`config.mk`:
```
export PLATFORM = sky130hd
export DESIGN_NAME = regfile_scoreboard
export DESIGN_NICKNAME = d
export VERILOG_FILES = /design/src/rtl/regfile_scoreboard.sv
export SDC_FILE = /design/constraint.sdc
export NUM_CORES = 2
export LEC_CHECK = 0
export ABC_AREA = 1
export CAP_MARGIN = 10
export CORE_MARGIN = 2
export CORE_UTILIZATION = 30
export DETAILED_ROUTE_END_ITERATION = 10
export SETUP_SLACK_MARGIN = 0.2
export SLEW_MARGIN = 20
export SYNTH_ARGS = -nofsm -noshare
export SYNTH_HDL_FRONTEND = slang
export SYNTH_SLANG_ARGS = --single-unit
```
`constraint.sdc`:
```
create_clock -name clk -period 5 [get_ports clk]
set_input_delay 1.25 -clock clk [delete_from_list [all_inputs] [get_ports clk]]
set_output_delay 1.25 -clock clk [all_outputs]
set_load 0.005 [all_outputs]
```
`src/rtl/regfile_scoreboard.sv`:
```
// Decode-stage register file: two combinational read ports, one write-back port,
// optional write-to-read bypass, hardwired-zero r0 and a per-register pending-write scoreboard.
module regfile_scoreboard #(
    parameter int DATA_W   = 32,
    parameter int ADDR_W   = 5,
    parameter int ZERO_REG = 1,
    parameter int BYPASS   = 1
) (
    input  logic              clk,
    input  logic              rst,
    input  logic [ADDR_W-1:0] rs,
    input  logic [ADDR_W-1:0] rt,
    output logic [DATA_W-1:0] RD1,
    output logic [DATA_W-1:0] RD2,
    input  logic              regwrite,
    input  logic [ADDR_W-1:0] writebackreg,
    input  logic [DATA_W-1:0] data_towrite_memwb,
    input  logic              issue_valid,
    input  logic [ADDR_W-1:0] issue_reg,
    input  logic              flush,
    output logic              rs_busy,
    output logic              rt_busy,
    output logic              pend_any
);

    localparam int NUM_REGS = 2 ** ADDR_W;
    localparam bit ZERO_EN  = (ZERO_REG != 0);
    localparam bit BYP_EN   = (BYPASS != 0);

    logic [DATA_W-1:0]   r_regs [NUM_REGS];
    logic [NUM_REGS-1:0] r_pending;

    logic                w_wr_en;
    logic                w_issue_en;
    logic [NUM_REGS-1:0] w_pending_next;
    logic [DATA_W-1:0]   w_rd1;
    logic [DATA_W-1:0]   w_rd2;
    logic                w_rs_fwd;
    logic                w_rt_fwd;

    // Writes and issues targeting a hardwired-zero r0 are dropped up front.
    assign w_wr_en    = regwrite    && !(ZERO_EN && (writebackreg == '0));
    assign w_issue_en = issue_valid && !(ZERO_EN && (issue_reg == '0));

    // NOTE: the register array is cleared on reset because the block guarantees
    // zero read data after reset; a memory macro without reset could not do this.
    always_ff @(posedge clk or negedge rst) begin
        if (!rst) begin
            for (int i = 0; i < NUM_REGS; i++) begin
                r_regs[i] <= '0;
            end
        end else if (w_wr_en) begin
            r_regs[writebackreg] <= data_towrite_memwb;
        end
    end

    // Clear for the write-back first, then set for the issue, so a new producer
    // issued in the same cycle as the old one's write-back keeps the bit.
    // NOTE: combinational blocks use blocking assignments and start from a full
    // default, so later statements override earlier ones and no latch is inferred.
    always_comb begin
        w_pending_next = r_pending;
        if (flush) begin
            w_pending_next = '0;
        end else begin
            if (w_wr_en) begin
                w_pending_next[writebackreg] = 1'b0;
            end
            if (w_issue_en) begin
                w_pending_next[issue_reg] = 1'b1;
            end
        end
    end

    always_ff @(posedge clk or negedge rst) begin
        if (!rst) begin
            r_pending <= '0;
        end else begin
            r_pending <= w_pending_next;
        end
    end

    assign w_rs_fwd = BYP_EN && regwrite && (writebackreg == rs);
    assign w_rt_fwd = BYP_EN && regwrite && (writebackreg == rt);

    always_comb begin
        w_rd1 = r_regs[rs];
        if (ZERO_EN && (rs == '0)) begin
            w_rd1 = '0;
        end else if (w_rs_fwd) begin
            w_rd1 = data_towrite_memwb;
        end
    end

    always_comb begin
        w_rd2 = r_regs[rt];
        if (ZERO_EN && (rt == '0)) begin
            w_rd2 = '0;
        end else if (w_rt_fwd) begin
            w_rd2 = data_towrite_memwb;
        end
    end

    // Outputs are forced low while reset is held so the bypass path cannot leak data.
    assign RD1      = rst ? w_rd1 : '0;
    assign RD2      = rst ? w_rd2 : '0;
    assign rs_busy  = rst && r_pending[rs] && !w_rs_fwd;
    assign rt_busy  = rst && r_pending[rt] && !w_rt_fwd;
    assign pend_any = rst && (|r_pending);

endmodule

```
Word level (Yosys, flattened, before mapping). Cells that the tools add are included.

Register bits: 1056. Input port bits: 57. Output and inout port bits: 67.

Order comparisons: 10. Eq/ne operators: 2. Mux-type cells: 27. Bitwise logic cells: 6. Reductions and logical operators: 21.

Operator list (count): bitwise mux 1024 bit (1); 2-to-1 mux 32 bit (15); binary-select mux 32 bit (select 5 bit) (2); demux 32 bit (select 5 bit) (1); bitwise AND 32 bit (1); NOT 32 bit (1); OR 32 bit (1); OR reduction 32 bit (1); less-than comparator 5 x 6 -> 1 bit (second input constant) (4); zero test 5 bit (4); >= comparator 6 bit (second input constant) (3); NOT 5 -> 6 bit (3); logical AND 1 bit (12); binary-select mux 1 bit (select 5 bit) (2); demux 1 bit (select 5 bit) (2); equality test 5 bit (2); >= comparator 5 x 1 -> 1 bit (second input constant) (2); less-than comparator 6 x 1 -> 1 bit (second input constant) (1); zero test 1 bit (4); 2-to-1 mux 1 bit (4).

Depth between registers and ports, before layout.
Depth in word-level cells: 11. Mapped depth: 13.

Worst setup path before layout. No wires, ideal clock.

Kind: in2out. From: input rs[0]. To: output RD1[29]. Data arrival time: 2.450 ns. Data required time: 3.750 ns. Slack: 1.300 ns. Stages on the path: 13. Cell sequence: buf_2 > inv_2 > buf_2 > clkbuf_1 > nand2_1 > nand3_1 > nand2_1 > nand2_1 > nand3_1 > nand3_1 > nand3_1 > nand2_1 > inv_1.

Word-level cells in the longest chain between the ends: 7. Elaborated cells on any way between the ends: 10. Those cells by class: 1 x eq/ne; 6 x mux; 1 x bitwise; 2 x reduce/logical.

Ends and longest elaborated chain: from (decl) (RTL line 11) `input logic [ADDR_W-1:0] rs,`; NOT 5 -> 6 bit (implied by the code) (RTL line 87) `w_rd1 = r_regs[rs];`; binary-select mux 32 bit (select 5 bit) (RTL line 87); 2-to-1 mux 32 bit (implied by the code) (2 in a row) (RTL line 87); 2-to-1 mux 32 bit (RTL line 90) `end else if (w_rs_fwd) begin`; 2-to-1 mux 32 bit (*) (RTL line 88) `if (ZERO_EN && (rs == '0)) begin`; 2-to-1 mux 32 bit (*) (RTL line 105) `assign RD1 = rst ? w_rd1 : '0;`; to (decl) (RTL line 13) `output logic [DATA_W-1:0] RD1,`.

Mark *: on every way between the ends. The rest lies on a longest branch, timed or not. The select of a mux whose other input is x is not followed.

Worst setup path after layout.
From: input rs[1]. To: output rs_busy.

Word-level cells in the longest chain between the ends: 4. Elaborated cells on any way between the ends: 7. Those cells by class: 1 x eq/ne; 2 x mux; 4 x reduce/logical.

Ends and longest elaborated chain: binary-select mux 1 bit (select 5 bit) / equality test 5 bit (equally long branches) (RTL line 107, 83); 2-to-1 mux 1 bit (implied by the code) / logical AND 1 bit (equally long branches) (RTL line 107, 83); logical AND 1 bit / zero test 1 bit (equally long branches) (RTL line 107) `assign rs_busy = rst && r_pending[rs] && !w_rs_fwd;`; logical AND 1 bit (*) (RTL line 107); to (decl) (RTL line 21) `output logic rs_busy,`.

Marks and branches as above.

==> impl_metrics.csv <==
group,metric,value,unit
worst_setup_path,path_class,"primary input to primary output",
clock_tree,clock_latency,790,ps
cells_and_area,fin_cells,12137,
floorplanning,initial_core_util,30.2,%
route,drt-pass1-iter-count,9,
hold_path,hp-start,"r_regs[1022]$_DFFE_PN0P_",
route,ant_nets,0,
yosys,yosysSeqAreaShare,42.3,%
yosys,synth_cell_types,27,
floorplanning,fp.dieW,460,um
yosys,syn_area,0.0625,mm^2
outcome,outcome,"completed",
job,drv_cap,0,
placement,pre_cts_ws,9.44,ps
clock_tree,cts_tree,"done",
global_routing,grt_max_degree,158,
clock_tree,cts_buffers,121,
cells_and_area,layout-drive-gt1-share,7.15,%
route,drc_errors,0,
worst_setup_path,worstPathMaxFanout,12,
global_routing,grt_pass1_vias,61279,
yosys,syn_inst,9450,
global_routing,grt_usage,24.9,%
power_and_ir_drop,irDropWorstVdd,323,uV
floorplanning,die_area,0.212,mm^2
yosys,synth.area.top_cells,"dfrtp_1, nand2_1, nand3_1",
timing,max_clock_freq,208,MHz
timing,fin_ws,189,ps
worst_setup_path,startpoint_type,"primary input",
timing,final.min_clock_period,4810,ps
hold_path,hold_class,"register to register",
route,routedWlPerCell,22.3,um
yosys,synth_edf_count,0,
yosys,synth_top_cells_by_count,"nand2_1, nand3_1, o21ai_0",
clock_tree,clockBufferDepth,3,
placement,dpl.hpwl,162000,um
clock_tree,root_buffer,"clkbuf_16",
cells_and_area,fillers,21717,
route,vias_per_cell,5.36,
yosys,ys_ff_latch,1056,
floorplanning,fp.dieH,460,um
worst_setup_path,worstPathArrival,3560,ps
placement,portBuffers,123,
worst_setup_path,required,3750,ps
timing,slew_headroom,25.3,%
placement,gp_congestion,0.909,
route,wl,271000,um
global_routing,grt-ovfl-total,0,
yosys,synth_top_area_cell,"dfrtp_1",
cells_and_area,layout.nets,9297,
route,drtIter0Drc,8495,
yosys,yosysTopAreaCellShare,42.3,%
global_routing,grt_pass1_wl,399000,um
placement,dp.cells,11897,
floorplanning,pin_count,124,
yosys,synth_area_per_cell,6.61,um^2
yosys,synth_ff_type,"dfrtp_1",
timing,skew,0,ps
route,vias,65106,
clock_tree,hold_buffers,0,
worst_setup_path,startpoint,"rs[1]",
timing,tightest_slew,1120,ps
yosys,ys_warn_count,0,
yosys,async_flop_share,100,%
global_routing,antenna_found_initial,13,
yosys,synth_most_common_cell,"nand2_1",
timing,hold_viol_final,0,
floorplanning,core,0.207,mm^2
clock_tree,htree_levels,3,
power_and_ir_drop,p_total,0.0268,W
timing,slew_viol_final,0,
worst_setup_path,crit_path_end_kind,"primary output",
timing,final.period_utilization,96.2,%
power_and_ir_drop,p_per_area,368,mW/mm^2
cells_and_area,synthToLayoutAreaGrowth,16.6,%
clock_tree,path_clk_slew,60,ps
floorplanning,rows,167,
cells_and_area,fin_area,0.0729,mm^2
clock_tree,clock_sinks,1056,
timing,setup_viol,0,
power_and_ir_drop,leakage,35.9,nW
placement,place_area,0.0683,mm^2
worst_setup_path,r2r_start,"r_pending[10]$_DFF_PN0_",
timing,rsz0062_at_grt,"yes",
yosys,synth_nets,9507,
[where the power goes]
part	internal [W]	switching (W)
combinational	0.00217	0.00419
clock	0.00559	0.00396
sequential	0.0102	0.000750
[placed cells by master (no fill, tap or decap), types with 113 or more instances in the layout]
cell type  count
nor2_1       113
inv_1       1042
o21ai_0     1066
o211ai_1     126
nand2_1     3336
clkbuf_16    126
nand3_1     1645
dfrtp_1     1056
buf_12       124
buf_4        214
[registers in the layout (all words and copies together), names as in the netlist]
signal and count:
r_pending 32, r_regs 1024
[worst paths after layout]
kind	to	slack, ps	cells past startpoint
worst max register to register	r_pending[10]$_DFF_PN0_	4190	2
worst max-delay path	rs_busy	190	11
worst min-delay path	r_regs[1022]$_DFFE_PN0P_	380	0
max in group asynchronous	r_regs[115]$_DFFE_PN0P_	2110	4
worst min register to register	r_regs[1022]$_DFFE_PN0P_	380	0
min in group asynchronous	r_regs[898]$_DFFE_PN0P_	650	2
[critical path, cell delays in order]
cell	delay (ps)
buf_8	150
inv_8	210
buf_4	270
buf_4	210
o211ai_1	110
nand3_1	100
nand3_1	80
nand2_1	180
o21bai_1	100
nor2_2	280
clkdlybuf4s50_1	590
[through the flow]
step	utilization, %	hold slack, ps	TNS [ps]
finish	35.2	379	0
global route	35.2	384	0
CTS	35.1	381	0
detailed placement	33.0	366	0
global placement	33.0	365	-6.96
floorplan	-	429	0
[per-layer routing]
metal  global-route usage (%)  wire [um]  up-vias
met5                        0         28        -
met4                     16.9      20500        4
met3                     4.64      27800      867
met2                     38.4     118000     3941
met1                     31.7     105000    30807
li1                         -          -    29487
[timing repair]
action                                  4_1_cts  5_1_grt
cloned                                        1        4
endpoints found under the setup margin       19       48
resized for setup                            14       26
setup buffers                                 2        1
pin swaps                                     2        0
[cell type report]
cell class / instances / area, um^2 / area share, %
antenna: 5 / 12.5 / 0.0172
clock buffer: 178 / 3590 / 4.93
clock inverter: 49 / 656 / 0.899
inverter: 1064 / 4040 / 5.53
multi-input combinational: 6523 / 29000 / 39.8
sequential: 1056 / 26400 / 36.2
tap: 2788 / 3490 / 4.78
timing repair buffer: 474 / 5650 / 7.75
[cell families after synthesis]
logic type | Yosys count | synth area share [%]
and+or+nand+nor | 5196 | 34.8
DFF | 1056 | 42.3
AOI/OAI and AO/OA | 1327 | 11.2
buffers and inverters | 1871 | 11.7
Note: power is estimated with default switching activity, not from simulation.
